File: src/rtl/wb_trace_buffer.sv
// Writeback trace FIFO: captures register writes (and, with TRACE_BRANCH_EN, taken
// branches) into a show-ahead FIFO drained over a valid/ready port.
module wb_trace_buffer #(
  parameter int DEPTH_LOG2 = 4,
  parameter int PC_W       = 10,
  parameter int DATA_W     = 8,
  localparam int ENTRY_W   = 2 + PC_W + 3 + DATA_W
) (
  input  logic                  clk,
  input  logic                  reset,
  input  logic                  trace_en,
  input  logic                  clear,
  input  logic [PC_W-1:0]       prog_ctr,
  input  logic [2:0]            destreg,
  input  logic [DATA_W-1:0]     reg_wr_data,
  input  logic                  reg_wr_enab,
  input  logic                  took_branch,
  input  logic                  memwb_inv_instr,
  input  logic                  rd_ready,
  output logic                  rd_valid,
  output logic [ENTRY_W-1:0]    rd_entry,
  output logic [DEPTH_LOG2:0]   count,
  output logic                  overflow,
  output logic [7:0]            drop_count
);

  localparam int DEPTH = 1 << DEPTH_LOG2;
  localparam logic [DEPTH_LOG2:0] FULL_CNT = (DEPTH_LOG2+1)'(DEPTH);

  logic [ENTRY_W-1:0]    r_mem [DEPTH];
  logic [DEPTH_LOG2-1:0] r_wr_ptr;
  logic [DEPTH_LOG2-1:0] r_rd_ptr;
  logic [DEPTH_LOG2:0]   r_count;
  logic                  r_overflow;
  logic [7:0]            r_drop_count;

  logic                  w_br;
  logic                  w_ev;
  logic                  w_full;
  logic                  w_pop;
  logic                  w_push;
  logic                  w_drop;
  logic [ENTRY_W-1:0]    w_entry;

`ifdef TRACE_BRANCH_EN
  assign w_br = took_branch;
`else
  assign w_br = 1'b0;
`endif

  assign w_ev   = trace_en & ~memwb_inv_instr & (reg_wr_enab | w_br);
  assign w_full = (r_count == FULL_CNT);
  // clear wins over both ports; its same-cycle event is not a drop
  assign w_pop  = (r_count != '0) & rd_ready & ~clear;
  assign w_push = w_ev & (~w_full | w_pop) & ~clear;
  assign w_drop = w_ev & w_full & ~w_pop & ~clear;

  // Entry packing; dest/data are zeroed for non-writing branch entries
  always_comb begin
    w_entry = '0;
    if (reg_wr_enab) begin
      w_entry = {w_br, 1'b1, prog_ctr, destreg, reg_wr_data};
    end else begin
      w_entry = {w_br, 1'b0, prog_ctr, 3'd0, {DATA_W{1'b0}}};
    end
  end

  // Storage array, deliberately without reset
  always_ff @(posedge clk) begin
    if (w_push) begin
      r_mem[r_wr_ptr] <= w_entry;
    end
  end

  // Pointers, occupancy and drop status
  always_ff @(posedge clk or posedge reset) begin
    if (reset) begin
      r_wr_ptr     <= '0;
      r_rd_ptr     <= '0;
      r_count      <= '0;
      r_overflow   <= 1'b0;
      r_drop_count <= 8'd0;
    end else if (clear) begin
      r_wr_ptr     <= '0;
      r_rd_ptr     <= '0;
      r_count      <= '0;
      r_overflow   <= 1'b0;
      r_drop_count <= 8'd0;
    end else begin
      if (w_push) begin
        r_wr_ptr <= r_wr_ptr + 1'b1;
      end
      if (w_pop) begin
        r_rd_ptr <= r_rd_ptr + 1'b1;
      end
      case ({w_push, w_pop})
        2'b10:   r_count <= r_count + 1'b1;
        2'b01:   r_count <= r_count - 1'b1;
        default: r_count <= r_count;
      endcase
      if (w_drop) begin
        r_overflow <= 1'b1;
        if (r_drop_count != 8'hFF) begin
          r_drop_count <= r_drop_count + 8'd1;
        end
      end
    end
  end

  // Show-ahead head; forced to zero when empty so reset presents a clean entry
  always_comb begin
    if (r_count != '0) begin
      rd_entry = r_mem[r_rd_ptr];
    end else begin
      rd_entry = '0;
    end
  end

  assign rd_valid   = (r_count != '0);
  assign count      = r_count;
  assign overflow   = r_overflow;
  assign drop_count = r_drop_count;

endmodule

File: config.mk
export PLATFORM = sky130hd
export DESIGN_NAME = wb_trace_buffer
export DESIGN_NICKNAME = d
export VERILOG_FILES = /design/src/rtl/wb_trace_buffer.sv
export SDC_FILE = /design/constraint.sdc
export NUM_CORES = 1
export LEC_CHECK = 0
export BUFFER_PORTS_ARGS = -buffer_cell sky130_fd_sc_hd__buf_2
export CORE_ASPECT_RATIO = 1.5
export CORE_UTILIZATION = 61
export CTS_BUF_LIST = sky130_fd_sc_hd__clkbuf_4 sky130_fd_sc_hd__clkbuf_8
export DETAILED_ROUTE_END_ITERATION = 8
export PLACE_DENSITY = 0.9
export SYNTH_ARGS = -nofsm -noshare
export SYNTH_HDL_FRONTEND = slang
export SYNTH_SLANG_ARGS = --single-unit
File: constraint.sdc
create_clock -name clk -period 3.1 [get_ports clk]
set_clock_uncertainty 0.05 [all_clocks]
set_input_delay 0.31 -clock clk [delete_from_list [all_inputs] [get_ports clk]]
set_output_delay 0.31 -clock clk [all_outputs]
set_load 0.01 [all_outputs]
==> qor.yml, run 1 <==
status: "complete, no violations"
fin_ws_ps: 84.2
synth-seq-cells: 374
drc_errors: 0
holdPathStages: 1
num-fill-cells: 1358
tightest_slew_ps: 862
vias_per_cell: 6.36
worstPathMaxFanout: 22
post-route-period-util_pct: 97.3
slew_viol_final: 0
synthToLayoutAreaGrowth_pct: 13.4
die_y_um: 194
syn_nets: 778
antennaDiodeCount: 0
synth-edff-count: 352
start_kind: "flip-flop"
syn_avg_cell_area_um2: 20.3
grt_use_total_pct: 26.4
synthArstFlopShare_pct: 5.88
dieWidth_um: 130
grt_max_degree: 59
numCtsBuffers: 51
place_area_um2: 15900
cts-root-buf: "clkbuf_8"
clk_pin_slew_ps: 70
drtIter0Drc: 815
cts-resized-gates: 0
clk_latency_ps: 580
max_freq_ghz: 0.332
fp.dieArea_um2: 25300
place_hpwl_um: 17300
cp_cell_sequence: "nor4_4 > nand2_1 > nand2b_1 > buf_4 > o22ai_1 > buf_2"
crit_buf_inv: 2
hold_viol: 0
firstDrtPassIters: 5
cts_max_path_buffers: 3
dp_slack_ps: 298
synth_area_leaders: "edfxtp_1, mux4_2, dfrtp_1"
setup_violations: 0
std_cell_rows: 70
path_class: "flip-flop to output port"
yosys_warnings: 0
ios: 67
final_nets: 886
irDropWorstVdd_uv: 612
maxCapViolCount: 0
critPathSlowestCell: "nor4_4"
rsz0062_at_grt: "no"
num_vias: 7726
stdcell_area_um2: 17000
first_global_vias: 8058
wl_per_cell_um: 26.0
cp-end-kind: "output port"
ys_types: 55
critical_path_depth: 6
yosysTopAreaCellShare_pct: 70.4
antenna_found_initial: 0
worstHoldPathType: "primary input to flip-flop"
synth_top_cell_by_area: "edfxtp_1"
overflow: 0
netlist_instances: 741
dominantRegCellSynth: "edfxtp_1"
fin_tns_setup_ps: 0
arrival_ps: 2660
clkSinkCount: 374
p_leak_nw: 5.54
ys_seq_area_share_pct: 74.1
drive_gt1_share_pct: 32.8
synthesis.area_um2: 15000
reg2regPathDepth: 6
powerDensity_nw_per_um2: 730
critPathRequiredTime_ps: 2740
crit_path_max_incr_delay_ps: 550
grt_pass1_wl_um: 47200
core_um2: 24300
crit_family: "simple AND/OR/NAND/NOR gates"
wl_um: 31600
min_period_ps: 3020
h-tree-depth: 2
portBuffers: 64
cts_tree: "built"
ant_nets: 0
gp_congestion: 0.798
start_util_pct: 61.9
relSlewSlack_pct: 42.5
final_util_pct: 70.2
==> stage by stage <==
| stage | total power [W] | std cells | hold WS, ps |
|---|---|---|---|
| floorplan | 0.00771 | 741 | 249 |
| global placement | 0.00846 | 1119 | 427 |
| detailed placement | 0.00854 | 1119 | 441 |
| CTS | 0.0125 | 1215 | 16.1 |
| global route | 0.0128 | 1215 | 35.9 |
| finish | 0.0124 | 1215 | 52.2 |
==> metal layers <==
| metal | global-route usage [%] | wire length, um | up-vias |
|---|---|---|---|
| li1 | - | - | 3289 |
| met1 | 33.5 | 11400 | 3940 |
| met4 | 13.0 | 1210 | 0 |
| met2 | 43.9 | 16700 | 416 |
| met5 | 0 | 0 | - |
| met3 | 4.77 | 2310 | 81 |
==> cells in the mapped netlist, drive strengths merged (5+ instances only) <==
library cell and count:
edfxtp 352, mux4 88, mux2i 48, nor2 26, clkbuf 24, and2 23, dfrtp 22, o22ai 22
buf 17, nand2 10, nand3 10, inv 9, a21oi 8, ha 8, nor4 6, nor2b 5
==> flip-flops by register name, indices dropped and copies added, names as in the netlist <==
register,flops
drop_count,8
r_mem,352
count,5
overflow,1
r_rd_ptr,4
r_wr_ptr,4
==> what timing repair did <==
action	in CTS	in global routing
setup buffers	0	0
hold endpoints to repair	22	0
hold buffers	1	0
setup endpoints to repair	2	0
==> cell families after synthesis <==
| group | after synthesis | share of synthesized area, % |
|---|---|---|
| buffers and inverters | 50 | 1.42 |
| adder cells (fa/ha/maj) | 8 | 0.667 |
| other | 1 | 0.0250 |
| flip-flops | 374 | 74.1 |
| AND/OR/NAND/NOR | 105 | 4.20 |
| AO/OA/AOI/OAI | 56 | 2.52 |
| multiplexers | 140 | 16.7 |
| XOR/XNOR | 7 | 0.408 |
==> report_power, final <==
part / switching (W) / internal, W / leakage [nW] / total [W]
clock: 0.00181 / 0.00219 / 0.592 / 0.00400
combinational: 0.00142 / 0.00130 / 1.46 / 0.00272
sequential: 0.000134 / 0.00557 / 3.49 / 0.00571
total: 0.00337 / 0.00906 / 5.54 / 0.0124
==> worst register-to-register path, cell delays in order (launching register included) <==
cell	delay, ps
dfrtp_1	650
inv_1	180
a211oi_2	570
ha_1	410
or4_1	540
a22oi_1	170
a211o_1	150
==> final timing paths <==
path	end	startpoint	slack, ps
worst max register to register	count[3]$_DFFE_PP0P_	count[4]$_DFFE_PP0P_	300
worst max-delay path	rd_entry[21]	count[2]$_DFFE_PP0P_	80
worst min-delay path	r_mem[3][11]$_DFFE_PP_	prog_ctr[0]	50
max in group asynchronous	r_rd_ptr[0]$_DFFE_PP0P_	reset	1970
min in group asynchronous	r_rd_ptr[2]$_DFFE_PP0P_	reset	400
worst min register to register	overflow$_DFFE_PP0P_	overflow$_DFFE_PP0P_	450
==> cell type report <==
cell class	count	area (um2)	share of cell area (%)
inverters	9	33.8	0.198
clock buffers	64	825	4.84
well taps	324	405	2.38
flip-flops and latches	374	11100	65.4
multi-input cells	317	3690	21.7
clock inverters	31	279	1.64
repair buffers	96	663	3.89
==> placed cells by master, fill, tap and decap left out, types with 4 or more instances in the layout <==
| master | count |
|---|---|
| clkinv_1 | 6 |
| buf_4 | 23 |
| bufinv_16 | 5 |
| buf_2 | 64 |
| nor2_2 | 4 |
| o21ai_0 | 4 |
| mux4_2 | 88 |
| mux2i_1 | 48 |
| ha_1 | 8 |
| inv_1 | 9 |
| a21oi_1 | 8 |
| nor4_1 | 4 |
| o22ai_1 | 22 |
| and2_1 | 23 |
| edfxtp_1 | 352 |
| nor2b_1 | 5 |
| dfrtp_1 | 19 |
| xor2_1 | 4 |
| clkinv_2 | 18 |
| clkbuf_8 | 55 |
| clkbuf_4 | 9 |
| nand3_1 | 10 |
| nor2_1 | 22 |
| nand2_1 | 10 |
| mux2_2 | 4 |
| buf_12 | 8 |
Power figures use the tool's default switching activity.
==> run 2, diff against run 1 <==
--- a/config.mk
+++ b/config.mk
@@ -6,7 +6,7 @@
 export NUM_CORES = 1
 export LEC_CHECK = 0
 export BUFFER_PORTS_ARGS = -buffer_cell sky130_fd_sc_hd__buf_2
-export CORE_ASPECT_RATIO = 1.5
+export CORE_MARGIN = 5
 export CORE_UTILIZATION = 61
 export CTS_BUF_LIST = sky130_fd_sc_hd__clkbuf_4 sky130_fd_sc_hd__clkbuf_8
 export DETAILED_ROUTE_END_ITERATION = 8
==> qor.yml, run 2 (synthesized netlist as in run 1, its figures left out) <==
largest_register: "r_mem"
grt_max_degree: 49  # -17%
grt_pass1_wl_um: 47900  # +1.5%
antennaDiodeCount: 0  # unchanged
start_kind: "flip-flop"
maxCapViolCount: 0  # unchanged
p_seq_share_pct: 46.1  # +0.2 points
ios: 67  # unchanged
drc_errors: 0  # unchanged
cts-resized-gates: 0  # unchanged
setup_violations: 0  # unchanged
status: "complete, no violations"
critPathSlowestCell: "nor4_4"
wl_per_cell_um: 25.2  # -2.9%
crit_path_max_incr_delay_ps: 530  # -20 ps
clk_pin_slew_ps: 60  # about the same
std_cell_rows: 57  # -19%
firstDrtPassIters: 7  # +2
place_hpwl_um: 19100  # +10%
crit_buf_inv: 2  # unchanged
numCtsBuffers: 57  # +12%
fin_tns_setup_ps: 0  # unchanged
post-route-period-util_pct: 94.3  # -3.0 points
clkSinkCount: 374  # unchanged
vias_per_cell: 6.25  # -1.8%
powerDensity_nw_per_um2: 721  # -1.1%
swShare_pct: 27.1  # -0.031 points
cts_tree: "built"
drtIter0Drc: 852  # +4.5%
clk_latency_ps: 580  # about the same
worstPathMaxFanout: 12  # -45%
reg2reg_from: "count[4]$_DFFE_PP0P_"
slew_viol_final: 0  # unchanged
hold_viol: 0  # unchanged
arrival_ps: 2560  # -100 ps
h-tree-depth: 2  # unchanged
tightest_slew_ps: 1110  # +251 ps
critPathRequiredTime_ps: 2740  # about the same
relSlewSlack_pct: 25.7  # -17 points
crit_family: "simple AND/OR/NAND/NOR gates"
mostFrequentLayoutCells: "edfxtp_1, mux4_2, buf_2, clkbuf_8, mux2i_1"
clockPowerShare_pct: 31.6  # -0.6 points
first_global_vias: 8198  # +1.7%
start_util_pct: 61.9  # about the same
cts-root-buf: "clkbuf_8"
path_class: "flip-flop to output port"
final_util_pct: 70.6  # +0.39 points
fp.dieArea_um2: 27900  # +10%
max_freq_ghz: 0.342  # +3.2%
largest_reg_flops: 352  # unchanged
final_common_cell: "edfxtp_1"
cp-end-kind: "output port"
portBuffers: 64  # unchanged
dieWidth_um: 167  # +28%
core_um2: 24200  # about the same
p_leak_nw: 5.58  # +0.67%
cts_setup_buffers: 0  # unchanged
p_sw_w: 0.00334  # -0.73%
min_period_ps: 2920  # -92.9 ps
cp-startpoint: "count[3]$_DFFE_PP0P_"
drive_gt1_share_pct: 32.8  # +0.049 points
cp_cell_sequence: "nor4_4 > nand2_1 > nand2b_1 > buf_4 > o22ai_1 > buf_2"
gp_congestion: 0.802  # +0.53%
irDropWorstVdd_uv: 395  # -35%
internal-power_w: 0.00901  # -0.57%
die_y_um: 167  # -14%
overflow: 0  # unchanged
combPwrFrac_pct: 22.3  # +0.4 points
rsz0062_at_grt: "no"
grt_use_total_pct: 22.6  # -3.8 points
wl_um: 31200  # -1.3%
worstHoldPathType: "primary input to flip-flop"
ant_nets: 0  # unchanged
antenna_found_initial: 0  # unchanged
num_vias: 7715  # -0.14%
holdCritStartpoint: "prog_ctr[6]"
cts_max_path_buffers: 3  # unchanged
worst_hold_slack_ps: 53.5  # +1.33 ps
final_nets: 903  # +1.9%
synthToLayoutAreaGrowth_pct: 14.0
-- run 2: cell types whose count changed in the layout (fill, tap and decap cells not counted), sizes merged --
| cell | delta |
|---|---|
| clkinvlp | +2 |
| inv | +1 |
| clkinv | -3 |
| buf | +11 |
| clkbuf | +12 |
| bufinv | -3 |
-- run 2: final cells by class --
type / instances / area [um2]
clock buffers: 76 / 927
clock inverters: 28 / 180
fillers: 1441 / 7130
inverters: 9 / 33.8
multi-input cells: 317 / 3690
flip-flops and latches: 374 / 11100
well taps: 324 / 405
repair buffers: 107 / 746
-- run 2: path summary, 6_finish.rpt --
kind                                                 to  slack [ps]  depth (start not counted)
worst max-delay path                       rd_entry[20]         180                          6
worst min-delay path            r_mem[13][17]$_DFFE_PP_          50                          1
worst max register to register     count[3]$_DFFE_PP0P_         370                          6
worst min register to register     overflow$_DFFE_PP0P_         450                          2
max in group asynchronous       r_rd_ptr[1]$_DFFE_PP0P_        1960                          3
min in group asynchronous       r_wr_ptr[2]$_DFFE_PP0P_         400                          3
-- run 2: timing repair --
action | 4_1_cts | 5_1_grt
hold endpoints to repair | 22 | 0
endpoints found under the setup margin | 0 | 9
hold buffers | 1 | 0
-- run 2: worst reg2reg max path: stages, from the launching register on --
cell      delay (ps)
dfrtp_1          630
inv_1            170
a211oi_2         550
ha_1             410
or4_1            540
a22oi_1          170
a211o_1          150
-- run 2: per-layer routing --
| metal | wire length [um] | up-vias | global-route usage, % |
|---|---|---|---|
| li1 | - | 3323 | - |
| met1 | 11800 | 3985 | 29.8 |
| met2 | 16500 | 348 | 39.2 |
| met3 | 2200 | 59 | 4.57 |
| met4 | 639 | 0 | 5.73 |
| met5 | 0 | - | 0 |
-- run 2: through the flow --
step / cells / total power (W) / setup slack [ps] / cell area (um2)
finish: 1235 / 0.0123 / 177 / 17100
global route: 1235 / 0.0129 / 5.85 / 17100
CTS: 1235 / 0.0125 / 51.4 / 17100
detailed placement: 1130 / 0.00859 / 296 / 16000
global placement: 1130 / 0.00851 / 386 / 16000
floorplan: 741 / 0.00771 / 234 / 15000
-- run 2: power by group through the flow --
| stage | Combinational, W | Sequential (W) | Clock [W] |
|---|---|---|---|
| after floorplan | 0.00198 | 0.00573 | 0 |
| after global placement | 0.00272 | 0.00579 | 0 |
| after detailed placement | 0.00280 | 0.00579 | 0 |
| after CTS | 0.00281 | 0.00569 | 0.00397 |
| after global routing | 0.00300 | 0.00570 | 0.00424 |
| final | 0.00276 | 0.00569 | 0.00390 |
==> run 3, diff against run 2 <==
--- a/config.mk
+++ b/config.mk
@@ -8,7 +8,6 @@
 export BUFFER_PORTS_ARGS = -buffer_cell sky130_fd_sc_hd__buf_2
 export CORE_MARGIN = 5
 export CORE_UTILIZATION = 61
-export CTS_BUF_LIST = sky130_fd_sc_hd__clkbuf_4 sky130_fd_sc_hd__clkbuf_8
 export DETAILED_ROUTE_END_ITERATION = 8
 export PLACE_DENSITY = 0.9
 export SYNTH_ARGS = -nofsm -noshare
==> qor.yml, run 3 (synthesized netlist as in run 1, its figures left out) <==
status: "complete, no violations"
overflow: 0  # unchanged
antennaDiodeCount: 0  # unchanged
path_class: "flip-flop to output port"
max_freq_ghz: 0.346  # +1.1%
wl_um: 32900  # +5.5%
ant_nets: 0  # unchanged
antenna_found_initial: 0  # unchanged
relSlewSlack_pct: 22.3  # -3.4 points
numCtsBuffers: 37  # -35%
synthToLayoutAreaGrowth_pct: 15.2
num-fill-cells: 1397  # -3.1%
clk_latency_ps: 510  # -70 ps
grt_pass1_wl_um: 49500  # +3.4%
final_common_cell: "edfxtp_1"
start_kind: "flip-flop"
arrival_ps: 2530  # -30 ps
grtUsageMet2_pct: 41.6  # +2.4 points
reg2reg_slack_ps: 350  # -20 ps
critPathRequiredTime_ps: 2740  # about the same
cts_max_path_buffers: 3  # unchanged
portBuffers: 64  # unchanged
vias_per_cell: 6.47  # +3.5%
cts_tree: "built"
firstDrtPassIters: 5  # -2
rsz0062_at_grt: "no"
p_leak_nw: 5.63  # +1.0%
dieWidth_um: 167  # unchanged
busiest_layer: "met2"
drtIter0Drc: 843  # -1.1%
powerDensity_nw_per_um2: 764  # +5.9%
largest_register: "r_mem"
clkSinkCount: 374  # unchanged
drive_gt1_share_pct: 31.3  # -1.5 points
multi_input_area_um2: 3690  # unchanged
post-route-period-util_pct: 93.3  # -1.0 points
regArea_um2: 11100  # unchanged
worstPathMaxFanout: 12  # unchanged
fp.dieArea_um2: 27900  # unchanged
grt_max_degree: 49  # unchanged
die_y_um: 167  # unchanged
drc_errors: 0  # unchanged
clk_pin_slew_ps: 60  # about the same
cts-root-buf: "clkbuf_16"
ios: 67  # unchanged
hold_viol: 0  # unchanged
gp_congestion: 0.802  # unchanged
largest_reg_flops: 352  # unchanged
maxCapViolCount: 0  # unchanged
final_util_pct: 71.4  # +0.78 points
tightest_slew_ps: 1160  # +50.9 ps
setup_violations: 0  # unchanged
grt_use_total_pct: 23.7  # +1.1 points
start_util_pct: 61.9  # unchanged
met1_usage_pct: 30.3  # +0.50 points
final_nets: 883  # -2.2%
place_hpwl_um: 19100  # unchanged
met3_usage_pct: 5.02  # +0.45 points
cp-end-kind: "output port"
slew_viol_final: 0  # unchanged
irDropWorstVdd_uv: 453  # +15%
h-tree-depth: 2  # unchanged
mostFrequentLayoutCells: "edfxtp_1, mux4_2, buf_2, mux2i_1, clkbuf_16"
first_global_vias: 8134  # -0.78%
fin_tns_setup_ps: 0  # unchanged
num_vias: 7734  # +0.25%
min_period_ps: 2890  # -31.8 ps
cts_setup_buffers: 0  # unchanged
std_cell_rows: 57  # unchanged
wl_per_cell_um: 27.5  # +9.0%
worst_hold_slack_ps: 122  # +68.4 ps
core_um2: 24200  # unchanged
worstHoldPathType: "primary input to flip-flop"
-- run 3: cell count changes in the layout (fill, tap and decap cells not counted), sizes merged --
| cell | before | now |
|---|---|---|
| inv | 10 | 11 |
| clkinv | 22 | 9 |
| bufinv | 2 | 7 |
| clkbuf | 76 | 44 |
-- run 3: critical path, cell delays in order, from the launching register on --
cell and delay, ps:
dfrtp_1 460, nor4_4 530, nand2_1 210, nand2b_1 160, buf_4 270, o22ai_1 200
buf_2 180
-- run 3: where the power goes --
group | switching, W | internal [W] | leakage [nW]
Clock | 0.00182 | 0.00290 | 0.631
Sequential | 0.000113 | 0.00558 | 3.49
Combinational | 0.00149 | 0.00132 | 1.51
Total | 0.00343 | 0.00980 | 5.63
-- run 3: routing by layer --
layer,wire length (um),vias to the layer above,share of wire (%)
met5,0,-,0
met4,957,0,2.9
met3,2530,74,7.7
met2,17600,382,54
met1,11800,4001,36
li1,-,3277,-
-- run 3: worst paths after layout --
check                                     startpoint                      end  cells after the start
worst max-delay path            count[3]$_DFFE_PP0P_             rd_entry[20]                      6
worst min-delay path                     prog_ctr[8]  r_mem[15][19]$_DFFE_PP_                      1
worst max register to register  count[0]$_DFFE_PP0P_  r_mem[15][16]$_DFFE_PP_                      5
worst min register to register  overflow$_DFFE_PP0P_     overflow$_DFFE_PP0P_                      2
max in group asynchronous                      reset  r_rd_ptr[1]$_DFFE_PP0P_                      3
min in group asynchronous                      reset     count[1]$_DFFE_PP0P_                      3
-- run 3: area by class of cell --
| class | instances | area share (%) |
|---|---|---|
| clock buffer | 44 | 5.81 |
| tap | 324 | 2.34 |
| inverter | 9 | 0.195 |
| sequential | 374 | 64.3 |
| timing repair buffer | 107 | 4.31 |
| multi-input combinational | 317 | 21.3 |
| clock inverter | 21 | 1.69 |
-- run 3: per-stage QoR --
| step | worst slack, ps | cell area [um2] | total power (W) | cells |
|---|---|---|---|---|
| 2_1_floorplan | 234 | 15000 | 0.00771 | 741 |
| 3_3_place_gp | 386 | 16000 | 0.00851 | 1130 |
| 3_5_place_dp | 296 | 16000 | 0.00859 | 1130 |
| 4_1_cts | 131 | 17300 | 0.0133 | 1196 |
| 5_1_grt | 73.2 | 17300 | 0.0138 | 1196 |
| 6_report | 209 | 17300 | 0.0132 | 1196 |
-- run 3: what timing repair did --
| item | in CTS | in global routing |
|---|---|---|
| hold endpoints to repair | 22 | 0 |
| endpoints found under the setup margin | 0 | 1 |
| gates resized for setup | 0 | 0 |
| hold buffers | 1 | 0 |
